**config.mk**
```make
export PLATFORM = sky130hd
export DESIGN_NAME = ir_cmd_dispatcher
export DESIGN_NICKNAME = d
export VERILOG_FILES = /design/src/rtl/ir_cmd_dispatcher.sv
export SDC_FILE = /design/constraint.sdc
export NUM_CORES = 1
export LEC_CHECK = 0
export ABC_AREA = 1
export ABC_CLOCK_PERIOD_IN_PS = 4200
export BUFFER_PORTS_ARGS = -buffer_cell sky130_fd_sc_hd__buf_2
export CAP_MARGIN = 10
export CORE_ASPECT_RATIO = 0.6
export CORE_MARGIN = 2
export CORE_UTILIZATION = 30
export DETAILED_ROUTE_END_ITERATION = 6
export GPL_TIMING_DRIVEN = 1
export PLACE_DENSITY_LB_ADDON = 0.2
export SLEW_MARGIN = 20
export SYNTH_ARGS = -nofsm -noshare
export SYNTH_HDL_FRONTEND = slang
export SYNTH_SLANG_ARGS = --single-unit
```
**constraint.sdc**
```tcl
create_clock -name clk -period 4.2 [get_ports clk]
set_input_delay 0 -clock clk [delete_from_list [all_inputs] [get_ports clk]]
set_output_delay 0 -clock clk [all_outputs]
set_load 0.01 [all_outputs]
```
**src/rtl/ir_cmd_dispatcher.sv**
```systemverilog
// ir_cmd_dispatcher: turns debounced key presses into a queued
// valid/ready stream of IR command words, with NEC auto-repeat.
// Ports:
//   clk, rst          clock, async active-high reset
//   key_pressed       one-cycle press pulses, one bit per key
//   key_state         debounced key levels, 1 = held
//   cmd_ready         encoder accepts the current command
//   cmd_valid         cmd_data/cmd_repeat are valid
//   cmd_data          command word from CMD_TABLE
//   cmd_repeat        1 = repeat frame of the last command
//   fifo_level        queued key indices (0..FIFO_DEPTH)
//   drop_cnt          saturating count of merged presses
module ir_cmd_dispatcher #(
   parameter int NUM_KEYS = 4,
   parameter int CMD_W = 32,
   parameter int FIFO_DEPTH = 4,
   parameter logic [NUM_KEYS*CMD_W-1:0] CMD_TABLE = {
      32'h9A650707, 32'h9E610707, 32'h9F600707, 32'h9D620707},
   parameter bit REPEAT_EN = 1'b1,
   parameter int REPEAT_CYCLES = 2700000
) (
   input  logic                               clk,
   input  logic                               rst,
   input  logic [NUM_KEYS-1:0]                key_pressed,
   input  logic [NUM_KEYS-1:0]                key_state,
   input  logic                               cmd_ready,
   output logic                               cmd_valid,
   output logic [CMD_W-1:0]                   cmd_data,
   output logic                               cmd_repeat,
   output logic [$clog2(FIFO_DEPTH+1)-1:0]    fifo_level,
   output logic [7:0]                         drop_cnt
);

   localparam int IDX_W = (NUM_KEYS > 1) ? $clog2(NUM_KEYS) : 1;
   localparam int PTR_W = $clog2(FIFO_DEPTH);
   localparam int LVL_W = $clog2(FIFO_DEPTH + 1);

   function automatic logic [CMD_W-1:0] cmd_of(
      input logic [IDX_W-1:0] k);
      return CMD_TABLE[int'(k)*CMD_W +: CMD_W];
   endfunction

   logic [NUM_KEYS-1:0] pend_q, pend_d, clr;
   logic [IDX_W-1:0]    mem_q [FIFO_DEPTH];
   logic [PTR_W-1:0]    wr_ptr_q, rd_ptr_q;
   logic [LVL_W-1:0]    level_q, level_d;
   logic [7:0]          drop_q, drop_d;
   logic [8:0]          ndrop, dsum;
   logic                valid_q, valid_d;
   logic [CMD_W-1:0]    data_q, data_d;
   logic                rep_q, rep_d;
   logic [IDX_W-1:0]    skey_q, skey_d;
   logic [IDX_W-1:0]    arb_idx;
   logic                empty, full, load, accept;
   logic                push, pop, due, due_go;
   logic [CMD_W-1:0]    rep_cmd;

   assign empty  = (level_q == '0);
   assign full   = (level_q == LVL_W'(FIFO_DEPTH));
   assign load   = !valid_q || cmd_ready;
   assign accept = valid_q && cmd_ready;
   assign pop    = load && !empty;
   // A pop frees a slot in the same cycle, so push may proceed when full.
   assign push   = (|pend_q) && (!full || pop);
   assign due_go = due && (pend_q == '0);

   // Lowest set pend bit wins.
   always_comb begin
      arb_idx = '0;
      for (int i = NUM_KEYS - 1; i >= 0; i--) begin
         if (pend_q[i]) arb_idx = IDX_W'(i);
      end
   end

   always_comb begin
      clr = '0;
      if (push) clr[arb_idx] = 1'b1;
      pend_d = (pend_q & ~clr) | key_pressed;
      ndrop = '0;
      for (int i = 0; i < NUM_KEYS; i++) begin
         if (key_pressed[i] && pend_q[i] && !clr[i]) ndrop = ndrop + 9'd1;
      end
      dsum = {1'b0, drop_q} + ndrop;
      drop_d = dsum[8] ? 8'hFF : dsum[7:0];
   end

   always_comb begin
      level_d = level_q;
      if (push && !pop) level_d = level_q + 1'b1;
      else if (pop && !push) level_d = level_q - 1'b1;
   end

   // Output slot: normal frames first, repeats only when idle.
   always_comb begin
      valid_d = valid_q;
      data_d  = data_q;
      rep_d   = rep_q;
      skey_d  = skey_q;
      if (load) begin
         if (!empty) begin
            valid_d = 1'b1;
            data_d  = cmd_of(mem_q[rd_ptr_q]);
            rep_d   = 1'b0;
            skey_d  = mem_q[rd_ptr_q];
         end else if (due_go) begin
            valid_d = 1'b1;
            data_d  = rep_cmd;
            rep_d   = 1'b1;
         end else begin
            valid_d = 1'b0;
         end
      end
   end

   if (REPEAT_EN) begin : g_rep
      localparam int TW = $clog2(REPEAT_CYCLES);
      localparam logic [TW-1:0] DUE_V = TW'(REPEAT_CYCLES - 1);
      logic [TW-1:0]    tmr_q, tmr_d;
      logic [IDX_W-1:0] lkey_q, lkey_d;
      logic             lvld_q, lvld_d;

      always_comb begin
         tmr_d  = tmr_q;
         lkey_d = lkey_q;
         lvld_d = lvld_q;
         if (lvld_q && !key_state[lkey_q]) begin
            lvld_d = 1'b0;
            tmr_d  = '0;
         end else if (lvld_q && tmr_q != DUE_V) begin
            tmr_d = tmr_q + 1'b1;
         end
         if (accept) begin
            tmr_d = '0;
            if (!rep_q) begin
               lkey_d = skey_q;
               lvld_d = 1'b1;
            end
         end
      end

      always_ff @(posedge clk or posedge rst) begin
         if (rst) begin
            tmr_q  <= '0;
            lkey_q <= '0;
            lvld_q <= 1'b0;
         end else begin
            tmr_q  <= tmr_d;
            lkey_q <= lkey_d;
            lvld_q <= lvld_d;
         end
      end

      // Any acceptance this cycle restarts the period, so no back-to-back repeat.
      assign due     = lvld_q && (tmr_q == DUE_V) && !accept;
      assign rep_cmd = cmd_of(lkey_q);
   end else begin : g_norep
      assign due     = 1'b0;
      assign rep_cmd = '0;
   end

   always_ff @(posedge clk) begin
      if (push) mem_q[wr_ptr_q] <= arb_idx;
   end

   always_ff @(posedge clk or posedge rst) begin
      if (rst) begin
         pend_q   <= '0;
         wr_ptr_q <= '0;
         rd_ptr_q <= '0;
         level_q  <= '0;
         drop_q   <= '0;
         valid_q  <= 1'b0;
         data_q   <= '0;
         rep_q    <= 1'b0;
         skey_q   <= '0;
      end else begin
         pend_q   <= pend_d;
         level_q  <= level_d;
         drop_q   <= drop_d;
         valid_q  <= valid_d;
         data_q   <= data_d;
         rep_q    <= rep_d;
         skey_q   <= skey_d;
         if (push) wr_ptr_q <= wr_ptr_q + 1'b1;
         if (pop)  rd_ptr_q <= rd_ptr_q + 1'b1;
      end
   end

   assign cmd_valid  = valid_q;
   assign cmd_data   = data_q;
   assign cmd_repeat = rep_q;
   assign fifo_level = level_q;
   assign drop_cnt   = drop_q;

endmodule

```
**Yosys cells after proc, flatten, opt, wreduce, memory -nomap -nowiden**

Memories as Yosys holds them, arrays and structs flattened.
Cells that the tools add are included.

- Flip-flop bits (word level): 80
- Latch bits: 0
- Memory bits (writable): 8
- Bits in read-only memories: 0
- Bits of input ports: 11
- Output and inout port bits: 45
- Logic and storage cells: 106
- Memories: 1

Memory list:

| memory | depth | bits a word | read ports | clocked after Yosys merged registers in | write ports | line | source |
|---|---|---|---|---|---|---|---|
| mem_q | 4 | 2 | 1 | 0 | 1 | 44 | `logic [IDX_W-1:0] mem_q [FIFO_DEPTH];` |

- $add $sub $neg: 9
- Multipliers: 0
- Divide/modulo/power cells: 0
- $lt $le $gt $ge: 3
- Equal/unequal tests: 4
- Shifts and indexed selects: 2
- Multiplexer cells: 30
- Bitwise gates (word level): 5
- Reductions and logical operators: 40

Operator list:

| operator | number |
|---|---|
| $shiftx 128x8->32 const A | 2 |
| $mux 22 | 3 |
| $mux 32 | 2 |
| $add 9x1->9 const B | 3 |
| $mux 9 | 3 |
| $add 22x1->22 const B | 1 |
| $eq 22x22->1 const B | 1 |
| $ne 22x22->1 const B | 1 |
| $logic_and 1x1->1 | 19 |
| $mux 1 | 12 |
| $logic_not 1->1 | 11 |
| $add 8x9->9 | 1 |
| $mux 2 | 4 |
| $mux 8 | 1 |
| $lt 2x3->1 const B | 2 |
| $mux 3 | 2 |
| $reduce_and 2->1 | 3 |
| $add 2x1->2 const B | 2 |
| $and 4x4->4 | 1 |
| $logic_not 4->1 | 1 |
| $mux 4 | 1 |
| $not 4->4 | 1 |
| $or 4x4->4 | 1 |
| $reduce_or 4->1 | 1 |
| 12 further kinds | 14 |

**Logic depth before layout (Yosys ltp)**

- Depth in word-level cells: 20
- Gate-level depth with buffers: 26
- Mapped depth without buffers: 26

**Least setup slack after synthesis**

No wires, ideal clock.

- Path type: reg2reg
- Start: register level_q[0] (netlist: fifo_level[0])
- End: register drop_q[5] (netlist: drop_cnt[5])
- Library setup time: 0.131 ns
- Arrival: 3.086 ns
- Required time: 4.069 ns
- Path slack: 0.984 ns
- Cell stages (with the launch flop): 23
- Path buffers: 0
- Clock period less this slack: 3.216 ns
- Cells stage by stage: dfrtp_1 > nor2_2 > nand2_1 > nand2_2 > nand3_2 > a21oi_1 > inv_1 > nor2_1 > ha_1 > inv_1 > nand4_1 > nand2_1 > ha_1 > inv_1 > o21ai_0 > nand2_1 > ha_1 > nand3_1 > nand2_1 > nand2_1 > a21oi_1 > and2_1 > o21ai_0

- Longest elaborated chain between the ends: 17
- Elaborated cells on any way between the ends: 25
- Those cells by class: add/sub: 4; eq/ne: 1; mux: 6; reduce/logical: 14

Ends and longest elaborated chain:

| what | line | source |
|---|---|---|
| from (decl) | 46 | `logic [LVL_W-1:0] level_q, level_d;` |
| from (signal assigned) | 178 | `level_q <= level_d;` |
| $logic_not 3->1 | 58 | `assign empty = (level_q == '0);` |
| $logic_not 1->1 | - |  |
| $logic_and 1x1->1 | 62 | `assign pop = load && !empty;` |
| $logic_or 1x1->1 * | 64 | `assign push = (\|pend_q) && (!full \|\| pop);` |
| $logic_and 1x1->1 * | 64 |  |
| $mux 4 * | 77 | `if (push) clr[arb_idx] = 1'b1;` |
| $logic_not 1->1 | 81 | `if (key_pressed[i] && pend_q[i] && !clr[i]) ndrop = ndrop + 9'd1;` |
| $logic_and 1x1->1 | 81 |  |
| [... 2 more ...] | - |  |
| $mux 9 | 81 |  |
| $add 9x1->9 | 81 |  |
| $mux 9 | 81 |  |
| $add 9x1->9 | 81 |  |
| $mux 9 * | 81 |  |
| $add 8x9->9 * | 83 | `dsum = {1'b0, drop_q} + ndrop;` |
| $mux 8 * | 84 | `drop_d = dsum[8] ? 8'hFF : dsum[7:0];` |
| via drop_d[5] | 47 | `logic [7:0] drop_q, drop_d;` |
| to (signal assigned) | 179 | `drop_q <= drop_d;` |
| to (decl) | 47 |  |

Mark *: on every way through the listed nets, which the timed path passes. The rest lies on a longest branch.
A chain may end at the register's enable or synchronous reset.

**Worst setup path in the final report**

Ends and elaborated chain as after synthesis.

==> flow_summary_export.csv <==
group,metric,value,unit
timing,tightest_slew,744,ps
clock_network,htreeDepth,3,
clock_network,cts_max_path_buffers,2,
critical_path,reg2reg_from,"fifo_level[0]",
pwr,vdd_drop_max,0.223,mV
finish,layout.nets,571,
clock_network,cts_hold_buffers,5,
timing,finClkSkew,6.17,ps
yosys,synth.avg_cell_area,7.69,µm²
floorplan,die_w,151,µm
global_route,grt_pass1_vias,3057,
timing,period_share,85.4,%
critical_path,crit_arrival,3790,ps
critical_path,r2r-end,"drop_cnt[5]",
yosys,synth_edf_count,8,
clock_network,tritoncts,"built",
critical_path,crit_start,"fifo_level[0]",
yosys,synth_top_area_share,35.6,%
route,num_vias,3227,
global_route,grt_usage,14.3,%
clock_network,cts_resized,0,
critical_path,crit_type,"reg2reg",
finish,antenna_cells,0,
job,maxCapViolations,0,
route,vias_per_cell,4.49,
yosys,yosys_warnings,0,
timing,totalNegativeSetupSlack,0,ps
route,wl_per_cell,12.5,µm
floorplan,start_util,30.4,%
yosys,synth_cells,503,
critical_path,cp-end-kind,"register",
critical_path,worstSetupStartpointType,"register",
yosys,synth-seq-cells,63,
place,place_inst,699,
global_route,antenna_found_initial,0,
timing,report.final.setup_viol,0,
yosys,synth_cell_types,37,
clock_network,post-cts-setup-buffer-count,0,
pwr,cellLeakagePower,2.13,nW
finish,final_common_cell,"nand2_1",
yosys,async_reset_ff_share,87.3,%
clock_network,clock_sinks,63,
route,firstDrtPassIters,5,
timing,max_freq,279,MHz
route,postRouteAntennaNets,0,
clock_network,cts_buffers,9,
route,drc,0,
floorplan,die-area,0.0139,mm²
yosys,synth_area_leaders,"dfrtp_1 36%, nand2_1 13%, edfxtp_1 6.2%",
place,place.gp.congestion,0.891,
critical_path,worstPathMaxFanout,8,
finish,final_cell_mix,"135 x nand2_1, 64 x nor2_1, 56 x inv_1, 55 x dfrtp_1, 40 x buf_2",
finish,drive_gt1_share,14.9,%
floorplan,fp-row-count,32,
floorplan,core_area,0.0127,mm²
global_route,grt_overflow,0,
place,port_buffers,40,
timing,relSlewSlack,50.4,%
floorplan,io_pins,56,
critical_path,r2r_slack,620,ps
place,hpwl,6680,µm
clock_network,root_buffer,"clkbuf_16",
critical_path,reg2reg_depth,22,
worst_hold_path,hp-class,"in2reg",
pwr,cellPowerDensity,596,mW/mm²
critical_path,endpoint,"drop_cnt[5]",
critical_path,required,4410,ps
yosys,synth_area_leader_cell,"dfrtp_1",
clock_network,clock_latency,330,ps
timing,rsz0062_at_grt,"false",
route,drtIter0Drc,281,
finish,syn_to_final_growth,14.2,%
run_status,status,"finished clean",
global_route,grt_max_degree,56,
global_route,grt_first_pass_wirelength,15300,µm
floorplan,dieHeight,92.0,µm
timing,period_minus_slack,3580,ps
finish,layout.cells.non_filler,719,
route,wl,9000,µm
yosys,synth_ff_type,"dfrtp_1",
timing,finalHoldViolCount,0,
clock_network,clkTransAtPathRegs,50,ps
yosys,ys_seq_area_share,41.8,%
yosys,synthesis.area,0.00387,mm²
timing,slew_violations,0,
[state kept, by name (all words and copies together), names as in the netlist]
register	count
g_rep.tmr_q	22
drop_cnt	8
mem_q	8
cmd_data	7
pend_q	4
fifo_level	3
g_rep.lkey_q	2
rd_ptr_q	2
skey_q	2
wr_ptr_q	2
cmd_repeat	1
cmd_valid	1
g_rep.lvld_q	1
[worst min path at each step]
stage | startpoint | endpoint | slack [ps] | depth (start not counted)
4_1_cts | key_state[2] | g_rep.lvld_q | 50 | 5
3_5_place_dp | key_pressed[3] | pend_q[3] | 220 | 2
6_report | key_state[3] | g_rep.lvld_q | 60 | 5
3_3_place_gp | key_pressed[3] | pend_q[3] | 220 | 2
2_1_floorplan | key_pressed[2] | pend_q[2] | 90 | 1
5_1_grt | key_state[3] | g_rep.lvld_q | 100 | 5
[synthesized netlist by cell type (2+ instances only)]
library cell    n
edfxtp_1        8
nor2_1         64
nor2_2          3
nand3_1        34
nor3_1          4
dfrtp_1        55
o21ai_1         2
nand2_2         4
and2_1          2
a21o_1          2
o21ai_2         5
nand4_1        12
inv_2           5
inv_1          57
nand2_1       135
o21bai_1        5
nand3_2         5
o21ai_0        21
a21oi_1        13
ha_1           13
xor2_1          8
buf_4          26
nand2_4         3
fa_1            2
nand3b_1        2
buf_6           2
[cells by family (layout without fill, tap and decap cells)]
group	after synthesis	in the layout	synth area share [%]
flops	63	63	41.8
simple gates	270	270	30.6
compound gates	51	51	7.92
fa+ha+maj	15	15	5.24
xor+xnor	9	9	2.04
other cells	1	16	0.0969
buf+inv	93	124	12.0
mux	1	1	0.291
[metrics by stage]
step / hold slack [ps] / util [%] / area [µm²] / power (mW) / setup slack [ps]
floorplan: 92.3 / - / 3930 / 1.71 / 984
global placement: 217 / 32.4 / 4120 / 1.99 / 786
detailed placement: 224 / 32.4 / 4120 / 2.00 / 595
CTS: 47.7 / 34.7 / 4420 / 2.68 / 599
global route: 102 / 34.7 / 4420 / 2.89 / 170
finish: 57.5 / 34.7 / 4420 / 2.64 / 615
[layer usage]
metal	part of all wire (%)	vias to the layer above	global-route usage, %
met5	0	-	0
met4	1.8	0	5.69
met3	7.6	14	4.43
met2	36	103	18.4
met1	54	1459	21.7
li1	-	1651	-
[report_power, final]
group | leakage [nW] | internal [mW] | total [mW] | switching [mW]
Combinational | 1.25 | 0.348 | 1.02 | 0.676
Clock | 0.123 | 0.394 | 0.655 | 0.260
Sequential | 0.756 | 0.811 | 0.957 | 0.147
Total | 2.13 | 1.55 | 2.64 | 1.08
[worst max-delay path, cell delays in order, from the launching register on]
cell and delay (ps):
dfrtp_1 440, nor2_2 160, nand2_1 120, nand2_2 160, nand3_2 160, a21oi_1 170, inv_1 70, nor2_1 130
ha_1 270, inv_1 60, nand4_1 110, nand2_1 110, ha_1 150, inv_1 50, o21ai_0 150, nand2_1 80
ha_1 340, nand3_1 80, nand2_1 90, nand2_1 70, a21oi_1 250, and2_1 170, o21ai_0 60
[final cells by class]
cell class              instances  area [µm²]
flip-flops and latches         63        1620
repair buffers                 46         258
clock inverters                 2        10.0
clock buffers                  13         240
multi-input cells             362        1840
fillers                      1350        8310
well taps                     170         213
inverters                      63         239
(Power assumes the default switching activity.)
